File: src/rtl/sseg_scan_reader_pkg.sv
// Shared definitions for the seven-segment scan reader: emitted digit patterns,
// FSM encodings, decoder result type and the anode one-hot-low check.
package sseg_scan_reader_pkg;

    localparam logic [6:0] SSEG_BLANK = 7'b1111111;
    localparam logic [6:0] SSEG_0     = 7'b0000001;
    localparam logic [6:0] SSEG_1     = 7'b1111001;
    localparam logic [6:0] SSEG_2     = 7'b0010010;
    localparam logic [6:0] SSEG_3     = 7'b0000110;
    localparam logic [6:0] SSEG_4     = 7'b1001100;
    localparam logic [6:0] SSEG_5     = 7'b0100100;
    localparam logic [6:0] SSEG_6     = 7'b0100000;
    localparam logic [6:0] SSEG_7     = 7'b0001111;
    localparam logic [6:0] SSEG_8     = 7'b0000000;
    localparam logic [6:0] SSEG_9     = 7'b0001100;
    localparam logic [6:0] SSEG_A     = 7'b0001000;
    localparam logic [6:0] SSEG_B     = 7'b1100000;
    localparam logic [6:0] SSEG_C     = 7'b0110001;
    localparam logic [6:0] SSEG_D     = 7'b1000010;
    localparam logic [6:0] SSEG_E     = 7'b0110000;
    localparam logic [6:0] SSEG_F     = 7'b0111000;

    typedef enum logic [1:0] {
        ST_IDLE    = 2'd0,
        ST_COLLECT = 2'd1,
        ST_DONE    = 2'd2
    } state_e;

    typedef struct packed {
        logic       blank;
        logic       invalid;
        logic [3:0] nibble;
    } dec_t;

    // Caller pads unused upper anode bits with ones; exactly one low bit is valid.
    function automatic logic is_onehot_low(input logic [31:0] an_pad);
        logic [31:0] hot;
        hot = ~an_pad;
        return (hot != 32'd0) && ((hot & (hot - 32'd1)) == 32'd0);
    endfunction

endpackage

File: src/rtl/sseg_scan_reader_if.sv
// Display bus seen by the scan reader: display-path drive plus captured-frame results.
interface sseg_scan_reader_if #(
    parameter int unsigned NDIG = 4
);
    logic [NDIG-1:0]   an;
    logic [6:0]        sseg;
    logic              signo;
    logic [4*NDIG-1:0] value;
    logic [NDIG-1:0]   blank_mask;
    logic              neg;
    logic              frame_valid;
    logic              err;
    logic              timeout;

    modport master (
        output an, sseg, signo,
        input  value, blank_mask, neg, frame_valid, err, timeout
    );

    modport slave (
        input  an, sseg, signo,
        output value, blank_mask, neg, frame_valid, err, timeout
    );
endinterface

File: src/rtl/sseg_scan_reader_decode.sv
// Combinational 7-segment code to nibble decoder; also used by the display-path
// assertion checker, so it carries no state.
module sseg_scan_reader_decode
    import sseg_scan_reader_pkg::*;
(
    input  logic [6:0] code_i,
    output dec_t       dec_c_o
);

    always_comb begin
        dec_c_o = '{blank: 1'b0, invalid: 1'b0, nibble: 4'h0};
        case (code_i)
            SSEG_0:     dec_c_o.nibble = 4'h0;
            SSEG_1:     dec_c_o.nibble = 4'h1;
            SSEG_2:     dec_c_o.nibble = 4'h2;
            SSEG_3:     dec_c_o.nibble = 4'h3;
            SSEG_4:     dec_c_o.nibble = 4'h4;
            SSEG_5:     dec_c_o.nibble = 4'h5;
            SSEG_6:     dec_c_o.nibble = 4'h6;
            SSEG_7:     dec_c_o.nibble = 4'h7;
            SSEG_8:     dec_c_o.nibble = 4'h8;
            SSEG_9:     dec_c_o.nibble = 4'h9;
            SSEG_A:     dec_c_o.nibble = 4'hA;
            SSEG_B:     dec_c_o.nibble = 4'hB;
            SSEG_C:     dec_c_o.nibble = 4'hC;
            SSEG_D:     dec_c_o.nibble = 4'hD;
            SSEG_E:     dec_c_o.nibble = 4'hE;
            SSEG_F:     dec_c_o.nibble = 4'hF;
            SSEG_BLANK: dec_c_o.blank  = 1'b1;
            default:    dec_c_o.invalid = 1'b1;
        endcase
    end

endmodule

File: src/rtl/sseg_scan_reader.sv
// Reader end of the multiplexed seven-segment bus: rebuilds an NDIG-digit word
// from the anode scan and pulses frame_valid once all digits have been seen.
module sseg_scan_reader
    import sseg_scan_reader_pkg::*;
#(
    parameter int unsigned NDIG    = 4,
    parameter int unsigned SETTLE  = 4,
    parameter int unsigned TIMEOUT = 4096
) (
    input logic clk,
    input logic rst,
    sseg_scan_reader_if.slave bus
);

    localparam int unsigned DW = (NDIG > 1) ? $clog2(NDIG) : 1;
    localparam int unsigned SW = $clog2(SETTLE);
    localparam int unsigned TW = (TIMEOUT > 1) ? $clog2(TIMEOUT) : 1;
    localparam logic [SW-1:0] STAB_MAX = SW'(SETTLE - 1);
    localparam logic [TW-1:0] IDLE_MAX = TW'(TIMEOUT - 1);

    logic [NDIG-1:0]   an_q, an_p_q;
    logic [6:0]        sseg_q, sseg_p_q;
    logic              signo_q;
    logic [SW-1:0]     stab_q, stab_d;
    logic [TW-1:0]     idle_q;
    logic [NDIG-1:0]   mask_q;
    logic [4*NDIG-1:0] shadow_q;
    logic [NDIG-1:0]   blank_sh_q;
    logic              neg_acc_q, err_acc_q;
    state_e            state_q;
    logic [4*NDIG-1:0] value_q;
    logic [NDIG-1:0]   blank_q;
    logic              neg_q, err_q, fv_q, to_q;

    dec_t              dec_c;
    logic [DW-1:0]     dig_c;
    logic              steady_c, capture_c;
    logic [NDIG-1:0]   open_mask_c, mask_d;

    sseg_scan_reader_decode u_decode (
        .code_i  (sseg_q),
        .dec_c_o (dec_c)
    );

    always_comb begin
        dig_c = '0;
        for (int unsigned i = 0; i < NDIG; i++) begin
            if (!an_q[i]) dig_c = DW'(i);
        end
    end

    // In DONE the mask is about to clear, so a capture there seeds the next frame.
    always_comb begin
        steady_c    = is_onehot_low({{(32 - NDIG){1'b1}}, an_q}) &&
                      (an_q == an_p_q) && (sseg_q == sseg_p_q);
        open_mask_c = (state_q == ST_DONE) ? '0 : mask_q;
        capture_c   = steady_c && (stab_q == STAB_MAX) && !open_mask_c[dig_c];
        mask_d      = open_mask_c | (capture_c ? (NDIG'(1) << dig_c) : '0);
        if (!steady_c)
            stab_d = '0;
        else if (stab_q != STAB_MAX)
            stab_d = stab_q + SW'(1);
        else
            stab_d = stab_q;
    end

    always_ff @(posedge clk or posedge rst) begin
        if (rst) begin
            an_q       <= '1;
            an_p_q     <= '1;
            sseg_q     <= SSEG_BLANK;
            sseg_p_q   <= SSEG_BLANK;
            signo_q    <= 1'b0;
            stab_q     <= '0;
            idle_q     <= '0;
            mask_q     <= '0;
            shadow_q   <= '0;
            blank_sh_q <= '0;
            neg_acc_q  <= 1'b0;
            err_acc_q  <= 1'b0;
            state_q    <= ST_IDLE;
            value_q    <= '0;
            blank_q    <= '0;
            neg_q      <= 1'b0;
            err_q      <= 1'b0;
            fv_q       <= 1'b0;
            to_q       <= 1'b0;
        end else begin
            an_q     <= bus.an;
            an_p_q   <= an_q;
            sseg_q   <= bus.sseg;
            sseg_p_q <= sseg_q;
            signo_q  <= bus.signo;
            stab_q   <= stab_d;
            fv_q     <= 1'b0;
            to_q     <= 1'b0;

            if (capture_c) begin
                shadow_q[{dig_c, 2'b00} +: 4] <= dec_c.nibble;
                blank_sh_q[dig_c]             <= dec_c.blank;
            end
            mask_q    <= mask_d;
            neg_acc_q <= ((state_q == ST_DONE) ? 1'b0 : neg_acc_q) | (capture_c & signo_q);
            err_acc_q <= ((state_q == ST_DONE) ? 1'b0 : err_acc_q) | (capture_c & dec_c.invalid);

            case (state_q)
                ST_IDLE: begin
                    idle_q <= '0;
                    if (&mask_d)        state_q <= ST_DONE;
                    else if (capture_c) state_q <= ST_COLLECT;
                end
                ST_COLLECT: begin
                    if (&mask_d) begin
                        idle_q  <= '0;
                        state_q <= ST_DONE;
                    end else if (capture_c) begin
                        idle_q <= '0;
                    end else if (idle_q == IDLE_MAX) begin
                        // Abandon the partial frame; the last complete word stays visible.
                        to_q      <= 1'b1;
                        mask_q    <= '0;
                        neg_acc_q <= 1'b0;
                        err_acc_q <= 1'b0;
                        idle_q    <= '0;
                        state_q   <= ST_IDLE;
                    end else begin
                        idle_q <= idle_q + TW'(1);
                    end
                end
                ST_DONE: begin
                    value_q <= shadow_q;
                    blank_q <= blank_sh_q;
                    neg_q   <= neg_acc_q;
                    err_q   <= err_acc_q;
                    fv_q    <= 1'b1;
                    idle_q  <= '0;
                    if (&mask_d)        state_q <= ST_DONE;
                    else if (capture_c) state_q <= ST_COLLECT;
                    else                state_q <= ST_IDLE;
                end
                default: state_q <= ST_IDLE;
            endcase
        end
    end

    assign bus.value       = value_q;
    assign bus.blank_mask  = blank_q;
    assign bus.neg         = neg_q;
    assign bus.frame_valid = fv_q;
    assign bus.err         = err_q;
    assign bus.timeout     = to_q;

endmodule

File: src/flat_wrapper.sv
// flat-port wrapper written by rule: the top's interface ports become plain ports
module sseg_scan_reader_flat import sseg_scan_reader_pkg::*;
#(
    parameter int unsigned NDIG    = 4,
    parameter int unsigned SETTLE  = 4,
    parameter int unsigned TIMEOUT = 4096
)
  (clk, rst, bus_an, bus_sseg, bus_signo, bus_value, bus_blank_mask, bus_neg, bus_frame_valid, bus_err, bus_timeout);
  sseg_scan_reader_if #(.NDIG(NDIG)) bus_i ();
  input logic clk;
  input logic rst;
  input wire logic [$bits(bus_i.an)-1:0] bus_an;
  input wire logic [$bits(bus_i.sseg)-1:0] bus_sseg;
  input wire logic [$bits(bus_i.signo)-1:0] bus_signo;
  output wire logic [$bits(bus_i.value)-1:0] bus_value;
  output wire logic [$bits(bus_i.blank_mask)-1:0] bus_blank_mask;
  output wire logic [$bits(bus_i.neg)-1:0] bus_neg;
  output wire logic [$bits(bus_i.frame_valid)-1:0] bus_frame_valid;
  output wire logic [$bits(bus_i.err)-1:0] bus_err;
  output wire logic [$bits(bus_i.timeout)-1:0] bus_timeout;
  assign bus_i.an = bus_an;
  assign bus_i.sseg = bus_sseg;
  assign bus_i.signo = bus_signo;
  assign bus_value = bus_i.value;
  assign bus_blank_mask = bus_i.blank_mask;
  assign bus_neg = bus_i.neg;
  assign bus_frame_valid = bus_i.frame_valid;
  assign bus_err = bus_i.err;
  assign bus_timeout = bus_i.timeout;
  sseg_scan_reader #(.NDIG(NDIG), .SETTLE(SETTLE), .TIMEOUT(TIMEOUT)) u_core (.clk(clk), .rst(rst), .bus(bus_i));
endmodule
File: config.mk
export PLATFORM = sky130hd
export DESIGN_NAME = sseg_scan_reader_flat
export DESIGN_NICKNAME = d
export VERILOG_FILES = /design/src/rtl/sseg_scan_reader_pkg.sv /design/src/rtl/sseg_scan_reader_if.sv /design/src/rtl/sseg_scan_reader_decode.sv /design/src/rtl/sseg_scan_reader.sv /design/src/flat_wrapper.sv
export SDC_FILE = /design/constraint.sdc
export NUM_CORES = 1
export LEC_CHECK = 0
export ABC_AREA = 1
export CAP_MARGIN = 10
export CORE_UTILIZATION = 31
export DETAILED_ROUTE_END_ITERATION = 8
export DONT_BUFFER_PORTS = 1
export PLACE_DENSITY = 0.46
export SYNTH_ARGS = -nofsm -noshare
export SYNTH_HDL_FRONTEND = slang
export SYNTH_HIERARCHICAL = 1
export SYNTH_SLANG_ARGS = --single-unit
File: constraint.sdc
create_clock -name clk -period 3.2 [get_ports clk]
set_input_delay 0.64 -clock clk [delete_from_list [all_inputs] [get_ports clk]]
set_output_delay 0.64 -clock clk [all_outputs]
set_load 0.02 [all_outputs]
==> results.yml <==
synth:
  synth.area.mux_share_pct: 0.240
  syn-cell-area_sq_um: 4180
  ys_seq_area_share_pct: 54.0
  yosysWarnings: 6
  synth_area_per_cell_sq_um: 8.02
  ys_seq_elements: 89
  yosys.area_share.simple_pct: 29.1
  synth_area_leaders: "dfrtp_1 (40%), nand2_1 (16%), dfstp_2 (14%), inv_1 (6.9%), o21ai_0 (5.8%)"
  synth.most_common_cell: "nand2_1"
  synth_cells: 521
  synth_compound_area_share_pct: 6.47
  synth_xor_xnor_area_share_pct: 1.47
  synth-main-ff-cell: "dfrtp_1"
  ys_types: 29
  yosysTopAreaCell: "dfrtp_1"
  synth_edf_count: 0
  syn-num-nets: 537
  synthTopCellsByCount: "nand2_1 (174), inv_1 (77), dfrtp_1 (67)"
  synth_top_area_share_pct: 40.1
  synthArstFlopShare_pct: 100
  synthAdderAreaFrac_pct: 0.599
  synth_top_family_by_area: "simple AND/OR/NAND/NOR gates"
sta:
  fin_ws_ns: 0.976
  setup_viol: 0
  slew_viol_final: 0
  worst_pin_slew_ns: 0.670
  setup-tns-final_ns: 0
  period_needed_ns: 2.22
  fmax_mhz: 450
  rsz0062_at_grt: "false"
  min_period_over_period_pct: 69.5
  hold_viol: 0
  slew_headroom_pct: 55.3
  skew_ns: 0.0113
place:
  gp_congestion: 0.845
  placed_area_sq_um: 4400
  dpl_worst_slack_ns: 0.968
  dp_cells: 694
  hpwlAfterDp_mm: 6.47
  portBuffers: 0
layout:
  diodes: 0
  layout-drive-gt1-share_pct: 13.1
  design_area_sq_um: 4710
  area_growth_pct: 12.8
  instances_no_fill: 710
  layout.nets: 545
  fill_cells: 1390
setup_path:
  r2r_slack_ns: 0.98
  endpoint_kind: "register"
  crit_type: "reg -> reg"
  worstPathRequired_ns: 3.42
  cp.arrival_ns: 2.45
  crit_path_start_kind: "register"
  timing.rr.end: "u_core/idle_q[5]"
  r2r_cells: 13
  reg2reg_from: "u_core/an_q[3]"
  path_max_fanout: 12
die:
  coreArea_sq_um: 13200
  die_w_um: 118
  std_cell_rows: 42
  pin_count: 38
  dieArea_sq_um: 13900
  start_util_pct: 31.7
  die_y_um: 118
clock_network:
  clkSinkCount: 89
  postCtsSetupRepairBufs: 0
  cts.path.max_buffers: 2
  cts_tree: "yes"
  cts-buffers-inserted: 9
  clk_pin_slew_ns: 0.07
  ctsRootBufferMaster: "clkbuf_16"
  cts_hold_buf: 0
  cts_max_level: 3
  clock_latency_ns: 0.35
  postCtsResizedCells: 0
job:
  drv_cap: 0
global_route:
  grt-ovfl-total: 0
  antenna_found_initial: 0
  grt_pass1_vias: 3170
  grt_pass1_wl_mm: 15.1
  grt_max_degree: 42
  grt_use_total_pct: 13.8
route:
  vias: 3199
  drtPass1Iterations: 6
  initialDrtViolationCount: 203
  wl_mm: 8.86
  drc: 0
  wl_per_cell_um: 12.5
  viasPerCell: 4.51
  drtAntennaViolNets: 0
power_and_ir_drop:
  power.leakage_nw: 2.38
  p_total_mw: 2.36
  ir_drop_v: 0.000226
  power_per_cell_area_nw_per_um2: 500
status:
  status: "completed"
hold_path:
  hold_path.class: "in -> async"
[cells by family (layout without fill, tap and decap cells)]
kind of cell	Yosys count	after routing
and+or+nand+nor	279	279
DFF	89	89
buffers and inverters	89	102
AOI/OAI and AO/OA	54	54
xor gates and xnor gates	7	7
adders and majority gates	2	2
muxes	1	1
[critical path, cell delays in order (launching register included)]
cell     delay [ns]
dfstp_2        0.61
inv_2          0.08
nand2_1        0.08
nand2_1        0.05
nor2_1         0.08
nand3_1        0.13
nor2_4         0.19
nand4_1        0.20
nand2_1        0.16
nand2_1        0.11
inv_2          0.07
nand2_2        0.16
nand2_1        0.10
o21ai_0        0.07
[power breakdown]
part | leakage, nW | switching [mW] | internal (mW)
Combinational | 1.06 | 0.0681 | 0.0255
Sequential | 1.17 | 0.0183 | 1.15
Clock | 0.149 | 0.474 | 0.619
Total | 2.38 | 0.561 | 1.80
[cells in the final DEF (no fill, tap or decap), types with 2 or more instances in the layout]
master	n
o21ai_1	3
inv_2	5
dfrtp_1	67
nor2_2	11
dfstp_2	22
inv_1	76
ha_1	2
nor2_4	2
nor3_1	4
nor2_1	34
buf_4	2
o21ai_0	48
inv_6	2
xor2_1	6
clkinv_4	2
clkbuf_16	9
or2_1	2
nand3_2	2
nand4_1	15
nand2_1	174
a21oi_1	3
nand3_1	24
nand2_2	7
[per-layer routing]
layer  up-vias  part of all wire, %  GRT usage [%]
met4         0                  2.2           7.21
met5         -                    0              0
met3        15                  4.3           3.44
li1       1636                    -              -
met1      1492                   49           17.3
met2        56                   45           22.0
[final cells by class]
cell class	count	area [sq um]	area share (%)
Multi-Input combinational cell	343	1580	33.5
Inverter	83	313	6.64
Clock inverter	7	83.8	1.78
Sequential cell	89	2250	47.8
Tap cell	176	220	4.67
Timing Repair Buffer	3	35.0	0.743
Clock buffer	9	225	4.78
[per-stage QoR]
step / utilization [%] / hold slack (ns)
floorplan: - / 0.367
global placement: 33.4 / 0.381
detailed placement: 33.4 / 0.383
CTS: 35.7 / 0.269
global route: 35.7 / 0.269
finish: 35.7 / 0.267
[how the worst max path moves through the flow]
stage | from | to | slack, ns
final | u_core/an_q[3] | u_core/idle_q[5] | 0.98
after global routing | u_core/an_q[2] | u_core/idle_q[10] | 0.71
after floorplan | rst | u_core/blank_sh_q[0] | 0.29
after CTS | u_core/sseg_q[5] | u_core/idle_q[8] | 0.95
after detailed placement | u_core/sseg_q[5] | u_core/idle_q[5] | 0.97
after global placement | u_core/an_q[1] | u_core/idle_q[5] | 0.99
[sequential cells by signal, indices dropped and copies added, names as in the netlist, 7 cells and up]
register,flops
u_core/sseg_p_q,7
u_core/bus.value,16
u_core/idle_q,12
u_core/sseg_q,7
u_core/shadow_q,16
No activity file was read; power rests on OpenSTA's default activity.
